### src/rtl/uart_tx_arbiter_if.sv
// Handshake bundle between the message requesters, the message FSM / TX FIFO
// status, and the round-robin UART TX arbiter.
interface uart_tx_arbiter_if #(
  parameter int NUM_REQ = 4,
  parameter int IDX_W   = 2
) ();
  logic [NUM_REQ-1:0] req;
  logic               fifo_empty;
  logic               end_of_msg;
  logic [NUM_REQ-1:0] grant;
  logic [IDX_W-1:0]   sel;
  logic               send_msg;
  logic [NUM_REQ-1:0] ack;
  logic               busy;
  logic               timeout_err;

  modport master (
    output req, fifo_empty, end_of_msg,
    input  grant, sel, send_msg, ack, busy, timeout_err
  );

  modport slave (
    input  req, fifo_empty, end_of_msg,
    output grant, sel, send_msg, ack, busy, timeout_err
  );
endinterface

### src/rtl/uart_tx_arbiter.sv
// Round-robin arbiter sharing one UART message path between NUM_REQ requesters:
// grant, start strobe, wait for end of message, drain the FIFO, ack, rotate.
module uart_tx_arbiter #(
  parameter int NUM_REQ     = 4,
  parameter int IDX_W       = 2,
  parameter int TIMEOUT_CYC = 65535
) (
  input logic             clk,
  input logic             rst_n,
  uart_tx_arbiter_if.slave bus
);

  localparam int CNT_W = $clog2(TIMEOUT_CYC + 1);

  typedef enum logic [2:0] {
    IDLE,
    START,
    WAIT_MSG,
    DRAIN,
    DONE
  } state_t;

  state_t             state, state_next;
  logic [NUM_REQ-1:0] grant_q, grant_d;
  logic [IDX_W-1:0]   sel_q, sel_d;
  logic [IDX_W-1:0]   last_q, last_d;
  logic [CNT_W-1:0]   cnt_q, cnt_d;
  logic               tmo_q, tmo_d;
  logic               win_found;
  logic [IDX_W-1:0]   win_idx;
  logic [IDX_W-1:0]   cand;

  // Search upward from the requester after the last owner, wrapping at NUM_REQ.
  always_comb begin
    win_found = 1'b0;
    win_idx   = '0;
    cand      = '0;
    for (int i = 1; i <= NUM_REQ; i++) begin
      cand = IDX_W'((int'(last_q) + i) % NUM_REQ);
      if (!win_found && bus.req[cand]) begin
        win_found = 1'b1;
        win_idx   = cand;
      end
    end
  end

  always_comb begin
    state_next = state;
    grant_d    = grant_q;
    sel_d      = sel_q;
    last_d     = last_q;
    cnt_d      = cnt_q;
    tmo_d      = 1'b0;
    unique case (state)
      IDLE: begin
        if (win_found && bus.fifo_empty) begin
          grant_d    = NUM_REQ'(1) << win_idx;
          sel_d      = win_idx;
          state_next = START;
        end
      end
      START: begin
        cnt_d      = '0;
        state_next = WAIT_MSG;
      end
      WAIT_MSG: begin
        // end_of_msg takes precedence over a timeout landing on the same edge
        if (bus.end_of_msg) begin
          state_next = DRAIN;
        end else if (cnt_q == CNT_W'(TIMEOUT_CYC - 1)) begin
          cnt_d      = cnt_q + CNT_W'(1);
          tmo_d      = 1'b1;
          state_next = DRAIN;
        end else begin
          cnt_d = cnt_q + CNT_W'(1);
        end
      end
      DRAIN: begin
        if (bus.fifo_empty) begin
          state_next = DONE;
        end
      end
      DONE: begin
        last_d     = sel_q;
        grant_d    = '0;
        state_next = IDLE;
      end
      default: begin
        state_next = IDLE;
      end
    endcase
  end

  always_ff @(posedge clk or negedge rst_n) begin
    if (!rst_n) begin
      state   <= IDLE;
      grant_q <= '0;
      sel_q   <= '0;
      last_q  <= IDX_W'(NUM_REQ - 1);
      cnt_q   <= '0;
      tmo_q   <= 1'b0;
    end else begin
      state   <= state_next;
      grant_q <= grant_d;
      sel_q   <= sel_d;
      last_q  <= last_d;
      cnt_q   <= cnt_d;
      tmo_q   <= tmo_d;
    end
  end

  // Every output comes from registered state only.
  assign bus.grant       = grant_q;
  assign bus.sel         = sel_q;
  assign bus.send_msg    = (state == START);
  assign bus.ack         = (state == DONE) ? grant_q : '0;
  assign bus.busy        = (state != IDLE);
  assign bus.timeout_err = tmo_q;

endmodule

### src/flat_wrapper.sv
// flat-port wrapper written by rule: the top's interface ports become plain ports
module uart_tx_arbiter_flat 
#(
  parameter int NUM_REQ     = 4,
  parameter int IDX_W       = 2,
  parameter int TIMEOUT_CYC = 65535
)
  (clk, rst_n, bus_req, bus_fifo_empty, bus_end_of_msg, bus_grant, bus_sel, bus_send_msg, bus_ack, bus_busy, bus_timeout_err);
  uart_tx_arbiter_if #(.NUM_REQ(NUM_REQ), .IDX_W(IDX_W)) bus_i ();
  input logic clk;
  input logic rst_n;
  input wire logic [$bits(bus_i.req)-1:0] bus_req;
  input wire logic [$bits(bus_i.fifo_empty)-1:0] bus_fifo_empty;
  input wire logic [$bits(bus_i.end_of_msg)-1:0] bus_end_of_msg;
  output wire logic [$bits(bus_i.grant)-1:0] bus_grant;
  output wire logic [$bits(bus_i.sel)-1:0] bus_sel;
  output wire logic [$bits(bus_i.send_msg)-1:0] bus_send_msg;
  output wire logic [$bits(bus_i.ack)-1:0] bus_ack;
  output wire logic [$bits(bus_i.busy)-1:0] bus_busy;
  output wire logic [$bits(bus_i.timeout_err)-1:0] bus_timeout_err;
  assign bus_i.req = bus_req;
  assign bus_i.fifo_empty = bus_fifo_empty;
  assign bus_i.end_of_msg = bus_end_of_msg;
  assign bus_grant = bus_i.grant;
  assign bus_sel = bus_i.sel;
  assign bus_send_msg = bus_i.send_msg;
  assign bus_ack = bus_i.ack;
  assign bus_busy = bus_i.busy;
  assign bus_timeout_err = bus_i.timeout_err;
  uart_tx_arbiter #(.NUM_REQ(NUM_REQ), .IDX_W(IDX_W), .TIMEOUT_CYC(TIMEOUT_CYC)) u_core (.clk(clk), .rst_n(rst_n), .bus(bus_i));
endmodule
### config.mk
export PLATFORM = sky130hd
export DESIGN_NAME = uart_tx_arbiter_flat
export DESIGN_NICKNAME = d
export VERILOG_FILES = /design/src/rtl/uart_tx_arbiter_if.sv /design/src/rtl/uart_tx_arbiter.sv /design/src/flat_wrapper.sv
export SDC_FILE = /design/constraint.sdc
export NUM_CORES = 1
export LEC_CHECK = 0
export CAP_MARGIN = 20
export CORE_MARGIN = 2
export CORE_UTILIZATION = 39
export CTS_BUF_LIST = sky130_fd_sc_hd__clkbuf_2 sky130_fd_sc_hd__clkbuf_4 sky130_fd_sc_hd__clkbuf_8
export DETAILED_ROUTE_END_ITERATION = 6
export PLACE_DENSITY = 0.65
export SLEW_MARGIN = 20
export SYNTH_ARGS = -nofsm -noshare
export SYNTH_HDL_FRONTEND = slang
export SYNTH_SLANG_ARGS = --single-unit
### constraint.sdc
create_clock -name clk -period 2.05 [get_ports clk]
set_clock_uncertainty 0.1 [all_clocks]
set_input_delay 0.41 -clock clk [delete_from_list [all_inputs] [get_ports clk]]
set_output_delay 0.41 -clock clk [all_outputs]
set_load 0.01 [all_outputs]
==> insert_results.sql, run 1 <==
INSERT INTO impl_metrics (metric_group, metric, value, unit) VALUES
('hold_path', 'timing.hold.worst.class', 'input pin to asynchronous set/reset pin', ''),
('cells_and_area', 'finish.utilization', '53.8', '%'),
('placement', 'gpl.final_weighted_congestion', '0.756', ''),
('floorplanning', 'num_rows', '22', ''),
('cells_and_area', 'non_filler_cell_area_final', '0.00198', 'mm^2'),
('power', 'fin_total_pwr', '2.02', 'mW'),
('outcome', 'outcome', 'completed', ''),
('sta', 'relSlewSlack', '71.1', '%'),
('synthesis', 'postSynthNetCount', '171', ''),
('sta', 'worst_slew_pin_slew', '0.428', 'ns'),
('global_route', 'largest_net_degree_at_the_start_of_global_routing', '29', ''),
('worst_setup_path', 'crit_fanout', '7', ''),
('synthesis', 'synth_mux_area_share', '4.13', '%'),
('placement', 'port-buffer-count', '20', ''),
('synthesis', 'synth_area_per_cell', '9.41', 'um^2'),
('global_route', 'number_of_antenna_violations_at_the_first_check_in_global_routing', '0', ''),
('detailed_routing', 'route.layer.met1.wl', '1.63', 'mm'),
('synthesis', 'synth-seq-area-share', '46.4', '%'),
('global_route', 'overflow', '0', ''),
('synthesis', 'synthXorXnorAreaFrac', '2.89', '%'),
('synthesis', 'yosys.area.top_type_share', '42.9', '%'),
('sta', 'finalCritPeriodShare', '98.0', '%'),
('clocking', 'clock_sink_count', '28', ''),
('clocking', 'clkTransAtPathRegs', '0.09', 'ns'),
('clocking', 'cts_buffer_depth', '2', ''),
('synthesis', 'synth_cell_type_count', '38', ''),
('sta', 'hold_violations', '0', ''),
('detailed_routing', 'drt-pass1-iter-count', '4', ''),
('detailed_routing', 'highest-signal-layer', 'met4', ''),
('synthesis', 'main_combinational_cell_family_by_area_after_synthesis', 'simple AND/OR/NAND/NOR gates', ''),
('synthesis', 'post_synth_and_or_nand_nor_area_fraction', '25.9', '%'),
('clocking', 'clkLatencyLatePin', '0.27', 'ns'),
('clocking', 'holdBufCountCts', '0', ''),
('floorplanning', 'initial_core_util', '41.1', '%'),
('clocking', 'clk_root_buffer_cell', 'sky130_fd_sc_hd__clkbuf_8', ''),
('clocking', 'htree_levels', '1', ''),
('clocking', 'cts_made_buffers', '3', ''),
('worst_setup_path', 'timing.reg2reg.setup_slack', '0.12', 'ns'),
('detailed_routing', 'routedWlPerCell', '13.9', 'um'),
('synthesis', 'synth_edf_count', '0', ''),
('sta', 'rsz0062_at_grt', 'false', ''),
('worst_setup_path', 'launch_point_of_the_critical_path', 'bus_end_of_msg', ''),
('detailed_routing', 'met2_wirelength', '1.70', 'mm'),
('detailed_routing', 'viasPerCell', '5.44', ''),
('power', 'max-vdd-ir-drop', '0.000543', 'V'),
('detailed_routing', 'ant_nets', '0', ''),
('power', 'total_switching_power', '0.719', 'mW'),
('power', 'p_seq_share', '40.2', '%'),
('detailed_routing', 'drt_wl_total', '3.50', 'mm'),
('detailed_routing', 'drtIter0Drc', '106', ''),
('worst_setup_path', 'rr_startpoint', 'u_core.state[1]$_DFFE_PN0P_', ''),
('power', 'power.internal', '1.30', 'mW'),
('job', 'cap_violations', '0', ''),
('synthesis', 'synth.top_cells.by_count', 'sky130_fd_sc_hd__dfrtp_1, sky130_fd_sc_hd__nand2_1, sky130_fd_sc_hd__a21oi_1, sky130_fd_sc_hd__nand3_1, sky130_fd_sc_hd__o21ai_0', ''),
('floorplanning', 'die_area', '0.00440', 'mm^2'),
('synthesis', 'synth_async_sr_flop_share', '100', '%'),
('clocking', 'tritoncts_clock_tree', 'yes', ''),
('floorplanning', 'die_y', '66.3', 'um'),
('synthesis', 'netlist_area', '0.00152', 'mm^2'),
('synthesis', 'yosysTopAreaCell', 'sky130_fd_sc_hd__dfrtp_1', ''),
('synthesis', 'number_of_storage_elements_in_the_synthesis_netlist', '28', ''),
('synthesis', 'synth_adder_area_share', '1.65', '%'),
('floorplanning', 'die_w', '66.3', 'um'),
('placement', 'hpwlAfterDp', '2.60', 'mm'),
('power', 'power.share.clock', '17.1', '%'),
('global_route', 'grt_first_pass_wirelength', '6.17', 'mm'),
('cells_and_area', 'nets', '214', ''),
('floorplanning', 'io-pin-count', '21', ''),
('power', 'comb_power_share', '42.7', '%'),
('cells_and_area', 'antenna_cells_inserted', '0', ''),
('sta', 'fin_ws', '0.0405', 'ns');
==> registers in the layout, summed over array words and instances (netlist names) <==
signal and cells:
u_core.state 3, u_core.bus.sel 2, u_core.bus.grant 4, u_core.cnt_q 16, u_core.bus.timeout_err 1, u_core.last_q 2
==> power by group through the flow <==
stage          sequential [mW]  combinational (mW)  clock [mW]
5_1_grt                  0.828               0.947       0.382
3_5_place_dp             0.825               0.792           0
4_1_cts                  0.805               0.861       0.352
6_report                 0.810               0.861       0.345
2_1_floorplan            0.793               0.441           0
3_3_place_gp             0.813               0.771           0
==> final timing paths <==
check	endpoint	depth (start not counted)
min in group clk	u_core.bus.sel[1]$_DFFE_PN0P_	2
min	u_core.state[2]$_DFFE_PN0P_	2
max reg2reg	u_core.cnt_q[14]$_DFFE_PN0P_	5
max	u_core.cnt_q[14]$_DFFE_PN0P_	5
max in group asynchronous	u_core.last_q[1]$_DFFE_PN1P_	2
min reg2reg	u_core.bus.sel[1]$_DFFE_PN0P_	2
==> layout make-up <==
| cell class | count | area (um^2) |
|---|---|---|
| tap | 48 | 60.1 |
| sequential | 28 | 704 |
| fill | 343 | 1710 |
| inverter | 6 | 22.5 |
| multi-input combinational | 121 | 772 |
| timing repair buffer | 44 | 369 |
| clock buffer | 4 | 55.1 |
==> stage by stage <==
stage | hold slack (ns) | std cells
final | 0.416 | 251
after global routing | 0.437 | 251
after CTS | 0.423 | 250
after detailed placement | 0.398 | 243
after global placement | 0.400 | 243
after floorplan | 0.0144 | 161
==> critical path, stage by stage <==
cell and delay (ns):
sky130_fd_sc_hd__clkdlybuf4s50_1 0.43, sky130_fd_sc_hd__or3b_4 0.41, sky130_fd_sc_hd__a21o_1 0.25, sky130_fd_sc_hd__or4_1 0.47
sky130_fd_sc_hd__a21oi_1 0.15
==> cell families (layout without fill, tap and decap cells) <==
logic type      Yosys count  count (layout)
compound gates           37              37
mux                       6               6
flops                    28              28
xor+xnor                  5               5
buf+inv                  12              54
simple gates             71              71
fa+ha+maj                 2               2
==> repair_timing <==
item,CTS,global route
pin swaps,0,2
resized for setup,11,3
buffers inserted,3,1
endpoints found under the setup margin,7,5
==> per-layer routing <==
layer  up-vias  GRT usage (%)
met5         -              0
met4         0           8.42
met3         8           1.70
met2        30           30.8
met1       649           22.6
li1        679              -
==> cell usage in the layout, fill, tap and decap left out, types with 2 or more instances in the layout <==
cell and instances:
sky130_fd_sc_hd__mux2i_1 4, sky130_fd_sc_hd__o31ai_1 7, sky130_fd_sc_hd__clkbuf_8 4, sky130_fd_sc_hd__a211oi_1 2
sky130_fd_sc_hd__nor2_1 6, sky130_fd_sc_hd__mux2_2 2, sky130_fd_sc_hd__dfstp_2 2, sky130_fd_sc_hd__nand2_1 15
sky130_fd_sc_hd__o21ai_0 10, sky130_fd_sc_hd__xor2_1 3, sky130_fd_sc_hd__nor2b_1 3, sky130_fd_sc_hd__ha_1 2
sky130_fd_sc_hd__dlygate4sd2_1 5, sky130_fd_sc_hd__or3b_4 2, sky130_fd_sc_hd__nand2b_1 3, sky130_fd_sc_hd__nor3_1 2
sky130_fd_sc_hd__nand4_1 4, sky130_fd_sc_hd__a211o_1 2, sky130_fd_sc_hd__xnor2_1 2, sky130_fd_sc_hd__or3_1 3
sky130_fd_sc_hd__o41ai_1 2, sky130_fd_sc_hd__or4_1 3, sky130_fd_sc_hd__clkdlybuf4s50_1 14, sky130_fd_sc_hd__dfrtp_1 25
sky130_fd_sc_hd__or2_2 5, sky130_fd_sc_hd__and3_1 7, sky130_fd_sc_hd__nand3_1 10, sky130_fd_sc_hd__and4_1 3
sky130_fd_sc_hd__nor4_1 2, sky130_fd_sc_hd__buf_4 24, sky130_fd_sc_hd__inv_1 6, sky130_fd_sc_hd__a21oi_1 10
No activity file was read; power rests on OpenSTA's default activity.
==> inputs of run 2 (changes only) <==
--- a/config.mk
+++ b/config.mk
@@ -8,7 +8,6 @@
 export CAP_MARGIN = 20
-export CORE_MARGIN = 2
-export CORE_UTILIZATION = 39
+export CORE_UTILIZATION = 35
 export CTS_BUF_LIST = sky130_fd_sc_hd__clkbuf_2 sky130_fd_sc_hd__clkbuf_4 sky130_fd_sc_hd__clkbuf_8
 export DETAILED_ROUTE_END_ITERATION = 6
-export PLACE_DENSITY = 0.65
+export PLACE_DENSITY = 0.6
 export SLEW_MARGIN = 20
--- a/constraint.sdc
+++ b/constraint.sdc
@@ -4,2 +4,2 @@
 set_output_delay 0.41 -clock clk [all_outputs]
-set_load 0.01 [all_outputs]
+set_load 0.02 [all_outputs]
==> insert_results.sql, run 2 (synthesis gave the netlist of run 1 again) <==
INSERT INTO impl_metrics (metric_group, metric, value, unit) VALUES
('worst_setup_path', 'worst_setup_path_start_kind', 'input pin', ''),
('floorplanning', 'die_w', '67.8', 'um'),
('worst_setup_path', 'crit_path_end_kind', 'flip-flop', ''),
('sta', 'hold_violations', '0', ''),
('floorplanning', 'io-pin-count', '21', ''),
('outcome', 'outcome', 'completed', ''),
('global_route', 'number_of_antenna_violations_at_the_first_check_in_global_routing', '0', ''),
('worst_setup_path', 'cp.required', '2.16', 'ns'),
('floorplanning', 'core_area', '0.00409', 'mm^2'),
('worst_setup_path', 'crit_fanout', '6', ''),
('global_route', 'first_global_vias', '1308', ''),
('detailed_routing', 'viasPerCell', '5.33', ''),
('detailed_routing', 'via_count', '1322', ''),
('worst_setup_path', 'slowest_delay', '0.44', 'ns'),
('sta', 'hold_ws', '0.402', 'ns'),
('sta', 'relSlewSlack', '65.1', '%'),
('cells_and_area', 'drive_gt1_share', '21.2', '%'),
('cells_and_area', 'antenna_cells_inserted', '0', ''),
('cells_and_area', 'area.sequential', '703', 'um^2'),
('sta', 'slew_violations', '0', ''),
('clocking', 'htree_levels', '1', ''),
('clocking', 'cts_buffer_depth', '2', ''),
('sta', 'final.min_clock_period', '2.02', 'ns'),
('detailed_routing', 'drt_wl_total', '3.62', 'mm'),
('global_route', 'largest_net_degree_at_the_start_of_global_routing', '29', ''),
('clocking', 'clkLatencyLatePin', '0.27', 'ns'),
('cells_and_area', 'multi_input_combinational_cell_area', '786', 'um^2'),
('power', 'leakage', '0.871', 'nW'),
('cells_and_area', 'final_common_cell', 'sky130_fd_sc_hd__dfrtp_1', ''),
('sta', 'finalCritPeriodShare', '98.5', '%'),
('global_route', 'overflow', '0', ''),
('cells_and_area', 'syn_to_final_growth', '29.1', '%'),
('cells_and_area', 'finish.utilization', '47.9', '%'),
('detailed_routing', 'drtIter0Drc', '87', ''),
('clocking', 'tritoncts_clock_tree', 'yes', ''),
('detailed_routing', 'drt-pass1-iter-count', '4', ''),
('sta', 'worst_slew_pin_slew', '0.511', 'ns'),
('global_route', 'grt_first_pass_wirelength', '6.15', 'mm'),
('power', 'max-vdd-ir-drop', '0.000554', 'V'),
('clocking', 'cts_made_buffers', '3', ''),
('clocking', 'holdBufCountCts', '0', ''),
('worst_setup_path', 'critical-path-slowest-cell', 'sky130_fd_sc_hd__or3b_4', ''),
('power', 'power-per-cell-area', '1030', 'mW/mm^2'),
('placement', 'gpl.final_weighted_congestion', '0.778', ''),
('cells_and_area', 'most-common-layout-cells', 'sky130_fd_sc_hd__dfrtp_1, sky130_fd_sc_hd__buf_4, sky130_fd_sc_hd__nand2_1', ''),
('cells_and_area', 'fill_cells', '397', ''),
('global_route', 'grt_use_total', '17.9', '%'),
('job', 'cap_violations', '0', ''),
('clocking', 'clock_sink_count', '28', ''),
('floorplanning', 'num_rows', '23', ''),
('placement', 'dpl.cell_count', '244', ''),
('worst_setup_path', 'cell_by_cell_listing_of_the_critical_path', 'clkdlybuf4s50_1 > or3b_4 > a211o_1 > or4_1 > a21oi_1', ''),
('sta', 'rsz0062_at_grt', 'true', ''),
('placement', 'hpwlAfterDp', '2.77', 'mm'),
('detailed_routing', 'ant_nets', '0', ''),
('clocking', 'cts.repair_timing.setup_buffer_count', '0', ''),
('floorplanning', 'initial_core_util', '37.1', '%'),
('detailed_routing', 'drc_violation_count_after_routing', '0', ''),
('placement', 'post_dp_cell_area', '0.00189', 'mm^2'),
('floorplanning', 'die_area', '0.00460', 'mm^2'),
('placement', 'port-buffer-count', '20', ''),
('cells_and_area', 'max_reg_flops', '16', ''),
('clocking', 'clk_root_buffer_cell', 'sky130_fd_sc_hd__clkbuf_8', ''),
('clocking', 'clkTransAtPathRegs', '0.09', 'ns'),
('worst_setup_path', 'critical_path_arrival', '2.12', 'ns'),
('hold_path', 'timing.hold.worst.class', 'input pin to asynchronous set/reset pin', ''),
('cells_and_area', 'largest_register_by_flop_count', 'u_core.cnt_q', ''),
('cells_and_area', 'finish.cell_count_without_fillers', '248', ''),
('sta', 'max_freq', '495', 'MHz'),
('worst_setup_path', 'worst-setup-path-type', 'input pin to flip-flop', ''),
('sta', 'setup_violations', '0', ''),
('cells_and_area', 'nets', '209', ''),
('detailed_routing', 'routedWlPerCell', '14.6', 'um'),
('floorplanning', 'die_y', '67.8', 'um'),
('cells_and_area', 'non_filler_cell_area_final', '0.00196', 'mm^2');
==> run 2: metal layers <==
layer  part of all wire [%]  GRT usage (%)
met5                      0              0
met4                    1.4           5.99
met3                    3.1           3.72
met2                     50           31.6
met1                     45           21.5
==> run 2: area by class of cell <==
cell class,instances,share of cell area (%)
multi-input cells,121,40.2
flip-flops and latches,28,35.9
repair buffers,39,16.8
well taps,50,3.20
clock buffers,4,2.81
inverters,6,1.15
==> run 2: report_power, final <==
group,switching (mW),internal [mW],leakage (nW),total [mW]
logic,0.474,0.421,0.472,0.895
registers,0.113,0.675,0.371,0.789
clock network,0.163,0.172,0.0288,0.334
==> run 2: worst max-delay path, delay by kind of cell <==
| kind | cells | cell delay (ns) |
|---|---|---|
| and+or+nand+nor | 2 | 0.84 |
| AOI/OAI and AO/OA | 2 | 0.45 |
| buffers and inverters | 1 | 0.42 |
==> run 2: final timing paths <==
path | from | to | slack (ns) | depth (start not counted)
hold / removal | rst_n | u_core.state[1]$_DFFE_PN0P_ | 0.40 | 2
min in group clk | u_core.bus.sel[1]$_DFFE_PN0P_ | u_core.bus.sel[1]$_DFFE_PN0P_ | 0.43 | 2
setup / recovery | bus_end_of_msg | u_core.cnt_q[11]$_DFFE_PN0P_ | 0.03 | 5
setup reg to reg | u_core.state[1]$_DFFE_PN0P_ | u_core.cnt_q[11]$_DFFE_PN0P_ | 0.09 | 5
max in group asynchronous | rst_n | u_core.last_q[1]$_DFFE_PN1P_ | 1.12 | 2
hold reg to reg | u_core.bus.sel[1]$_DFFE_PN0P_ | u_core.bus.sel[1]$_DFFE_PN0P_ | 0.43 | 2
==> run 2: metrics by stage <==
stage / setup WS, ns / total power, mW / TNS [ns]
final: 0.0315 / 2.02 / 0
after floorplan: 0.0499 / 1.29 / 0
after CTS: 0.00683 / 2.04 / 0
after detailed placement: -0.324 / 1.69 / -2.40
after global placement: -0.280 / 1.67 / -1.92
after global routing: -0.00446 / 2.17 / -0.00446
==> run 2: what timing repair did <==
item / in CTS / in global routing
gates resized for setup: 11 / 11
endpoints found under the setup margin: 7 / 8
hold endpoints to repair: 0 / 0
pin swaps: 0 / 4
==> inputs of run 3 (changes only) <==
Settings changed: CORE_UTILIZATION 35 to 51, PLACE_DENSITY 0.6 to 0.81.
==> insert_results.sql, run 3 (synthesis gave the netlist of run 1 again) <==
INSERT INTO impl_metrics (metric_group, metric, value, unit) VALUES
('sta', 'relSlewSlack', '66.8', '%'),
('clocking', 'holdBufCountCts', '0', ''),
('worst_setup_path', 'slowest_delay', '0.42', 'ns'),
('detailed_routing', 'viasPerCell', '6.07', ''),
('cells_and_area', 'final_common_cell', 'sky130_fd_sc_hd__dfrtp_1', ''),
('clocking', 'cts_made_buffers', '3', ''),
('global_route', 'largest_net_degree_at_the_start_of_global_routing', '29', ''),
('sta', 'worst_slew_pin_slew', '0.485', 'ns'),
('global_route', 'number_of_antenna_violations_at_the_first_check_in_global_routing', '0', ''),
('cells_and_area', 'syn_to_final_growth', '27.6', '%'),
('floorplanning', 'die_w', '56.5', 'um'),
('sta', 'rsz0062_at_grt', 'true', ''),
('detailed_routing', 'drt_wl_total', '3.73', 'mm'),
('clocking', 'clk_root_buffer_cell', 'sky130_fd_sc_hd__clkbuf_4', ''),
('power', 'fin_total_pwr', '2.07', 'mW'),
('detailed_routing', 'drc_violation_count_after_routing', '0', ''),
('clocking', 'clkLatencyLatePin', '0.33', 'ns'),
('cells_and_area', 'max_reg_flops', '16', ''),
('worst_setup_path', 'worstSetupEndpoint', 'u_core.cnt_q[11]$_DFFE_PN0P_', ''),
('sta', 'finalCritPeriodShare', '98.0', '%'),
('sta', 'setup_violations', '0', ''),
('cells_and_area', 'most-common-layout-cells', 'sky130_fd_sc_hd__dfrtp_1, sky130_fd_sc_hd__buf_4, sky130_fd_sc_hd__nand2_1', ''),
('hold_path', 'timing.hold.worst.class', 'input pin to asynchronous set/reset pin', ''),
('global_route', 'grt_use_total', '25.4', '%'),
('cells_and_area', 'nets', '209', ''),
('sta', 'final.min_clock_period', '2.01', 'ns'),
('worst_setup_path', 'critical-path-slowest-cell', 'sky130_fd_sc_hd__or3b_4', ''),
('placement', 'gpl.final_weighted_congestion', '0.764', ''),
('power', 'max-vdd-ir-drop', '0.000918', 'V'),
('worst_setup_path', 'critical_path_arrival', '2.18', 'ns'),
('worst_setup_path', 'crit_path_end_kind', 'flip-flop', ''),
('detailed_routing', 'via_count', '1389', ''),
('floorplanning', 'core_area', '0.00278', 'mm^2'),
('cells_and_area', 'non_filler_cell_area_final', '0.00193', 'mm^2'),
('worst_setup_path', 'cp.required', '2.22', 'ns'),
('worst_setup_path', 'rr_startpoint', 'u_core.state[1]$_DFFE_PN0P_', ''),
('worst_setup_path', 'worst_path_dominant_cell_family', 'simple AND/OR/NAND/NOR gates', ''),
('clocking', 'clock_sink_count', '28', ''),
('job', 'cap_violations', '0', ''),
('power', 'comb_power_share', '42.8', '%'),
('power', 'power.internal', '1.29', 'mW'),
('worst_setup_path', 'timing.reg2reg.setup_slack', '0.04', 'ns'),
('clocking', 'clkTransAtPathRegs', '0.15', 'ns'),
('global_route', 'grt_first_pass_wirelength', '6.38', 'mm'),
('sta', 'slew_violations', '0', ''),
('power', 'total_switching_power', '0.772', 'mW'),
('detailed_routing', 'routedWlPerCell', '16.3', 'um'),
('floorplanning', 'die_area', '0.00319', 'mm^2'),
('worst_setup_path', 'critical_path_buf_inv_count', '1', ''),
('clocking', 'tritoncts_clock_tree', 'yes', ''),
('power', 'power.share.switching', '37.4', '%'),
('worst_setup_path', 'wp_depth', '5', ''),
('cells_and_area', 'antenna_cells_inserted', '0', ''),
('power', 'leakage', '0.864', 'nW'),
('cells_and_area', 'fill_cells', '211', ''),
('placement', 'hpwlAfterDp', '2.70', 'mm'),
('detailed_routing', 'drt-pass1-iter-count', '4', ''),
('worst_setup_path', 'reg2reg_to', 'u_core.cnt_q[11]$_DFFE_PN0P_', ''),
('global_route', 'first_global_vias', '1386', ''),
('detailed_routing', 'ant_nets', '0', ''),
('worst_setup_path', 'launch_point_of_the_critical_path', 'u_core.state[1]$_DFFE_PN0P_', ''),
('clocking', 'cts_buffer_depth', '2', ''),
('worst_setup_path', 'worst_setup_path_start_kind', 'flip-flop', ''),
('worst_setup_path', 'worst-r2r-cell-count', '5', ''),
('power', 'power.share.clock', '17.6', '%'),
('cells_and_area', 'drive_gt1_share', '22.7', '%'),
('detailed_routing', 'drtIter0Drc', '115', ''),
('sta', 'hold_violations', '0', ''),
('cells_and_area', 'largest_register_by_flop_count', 'u_core.cnt_q', ''),
('global_route', 'overflow', '0', ''),
('clocking', 'htree_levels', '1', ''),
('power', 'p_seq_share', '39.6', '%'),
('floorplanning', 'die_y', '56.5', 'um'),
('cells_and_area', 'finish.utilization', '69.5', '%'),
('placement', 'post_dp_cell_area', '0.00184', 'mm^2'),
('power', 'power-per-cell-area', '1070', 'mW/mm^2'),
('floorplanning', 'num_rows', '19', ''),
('worst_setup_path', 'cell_by_cell_listing_of_the_critical_path', 'buf_6 > or3b_4 > a211o_1 > or4_4 > a21oi_2', ''),
('floorplanning', 'io-pin-count', '21', ''),
('sta', 'max_freq', '498', 'MHz'),
('outcome', 'outcome', 'completed', ''),
('placement', 'port-buffer-count', '20', ''),
('worst_setup_path', 'crit_fanout', '7', ''),
('worst_setup_path', 'worst-setup-path-type', 'flip-flop to flip-flop', ''),
('floorplanning', 'initial_core_util', '54.5', '%');
run 3: cell count changes in the layout (fill, tap and decap cells not counted), moves of 2 or more:
cell,change
sky130_fd_sc_hd__clkbuf_8,-4
sky130_fd_sc_hd__clkbuf_4,+3
sky130_fd_sc_hd__clkdlybuf4s15_1,-3
sky130_fd_sc_hd__clkdlybuf4s15_2,+2
run 3: power by group through the flow:
stage | clock network (mW) | logic, mW | registers [mW]
after floorplan | 0 | 0.466 | 0.829
after global placement | 0 | 0.815 | 0.798
after detailed placement | 0 | 0.849 | 0.811
after CTS | 0.374 | 0.845 | 0.805
after global routing | 0.393 | 0.955 | 0.832
final | 0.363 | 0.884 | 0.818
run 3: routing by layer:
metal	global-route usage, %	share of wire, %
met5	0	0
met4	10.8	2.5
met3	2.76	3.1
met2	45.2	54
met1	30.8	41
run 3: cell type report:
type                            count  area, um^2  share of cell area (%)
Multi-Input combinational cell    121         783                    40.5
Sequential cell                    28         704                    36.4
Inverter                            6        22.5                    1.17
Clock inverter                      1        30.0                    1.55
Timing Repair Buffer               39         332                    17.2
Clock buffer                        3        22.5                    1.17
Tap cell                           31        38.8                    2.01
run 3: worst min-delay path by stage:
stage | from | end | cells past startpoint
6_report | rst_n | u_core.state[1]$_DFFE_PN0P_ | 2
5_1_grt | rst_n | u_core.bus.sel[0]$_DFFE_PN0P_ | 2
4_1_cts | rst_n | u_core.cnt_q[11]$_DFFE_PN0P_ | 2
3_5_place_dp | u_core.state[1]$_DFFE_PN0P_ | u_core.cnt_q[1]$_DFFE_PN0P_ | 2
3_3_place_gp | u_core.state[1]$_DFFE_PN0P_ | u_core.cnt_q[1]$_DFFE_PN0P_ | 2
2_1_floorplan | rst_n | u_core.bus.grant[0]$_DFFE_PN0P_ | 0
run 3: metrics by stage:
stage                     cells  hold slack [ns]  worst slack [ns]  setup TNS, ns
final                       229            0.341            0.0407              0
after global routing        229            0.359           -0.0488        -0.0564
after CTS                   225            0.340           0.00389              0
after detailed placement    221            0.374            -0.368          -2.69
after global placement      221            0.364            -0.278          -1.83
after floorplan             161           0.0144            0.0499              0
run 3: repair_timing:
action / CTS / global route
pin swaps: 0 / 4
buffers inserted: 0 / 4
endpoints found under the setup margin: 7 / 10
resized for setup: 21 / 8
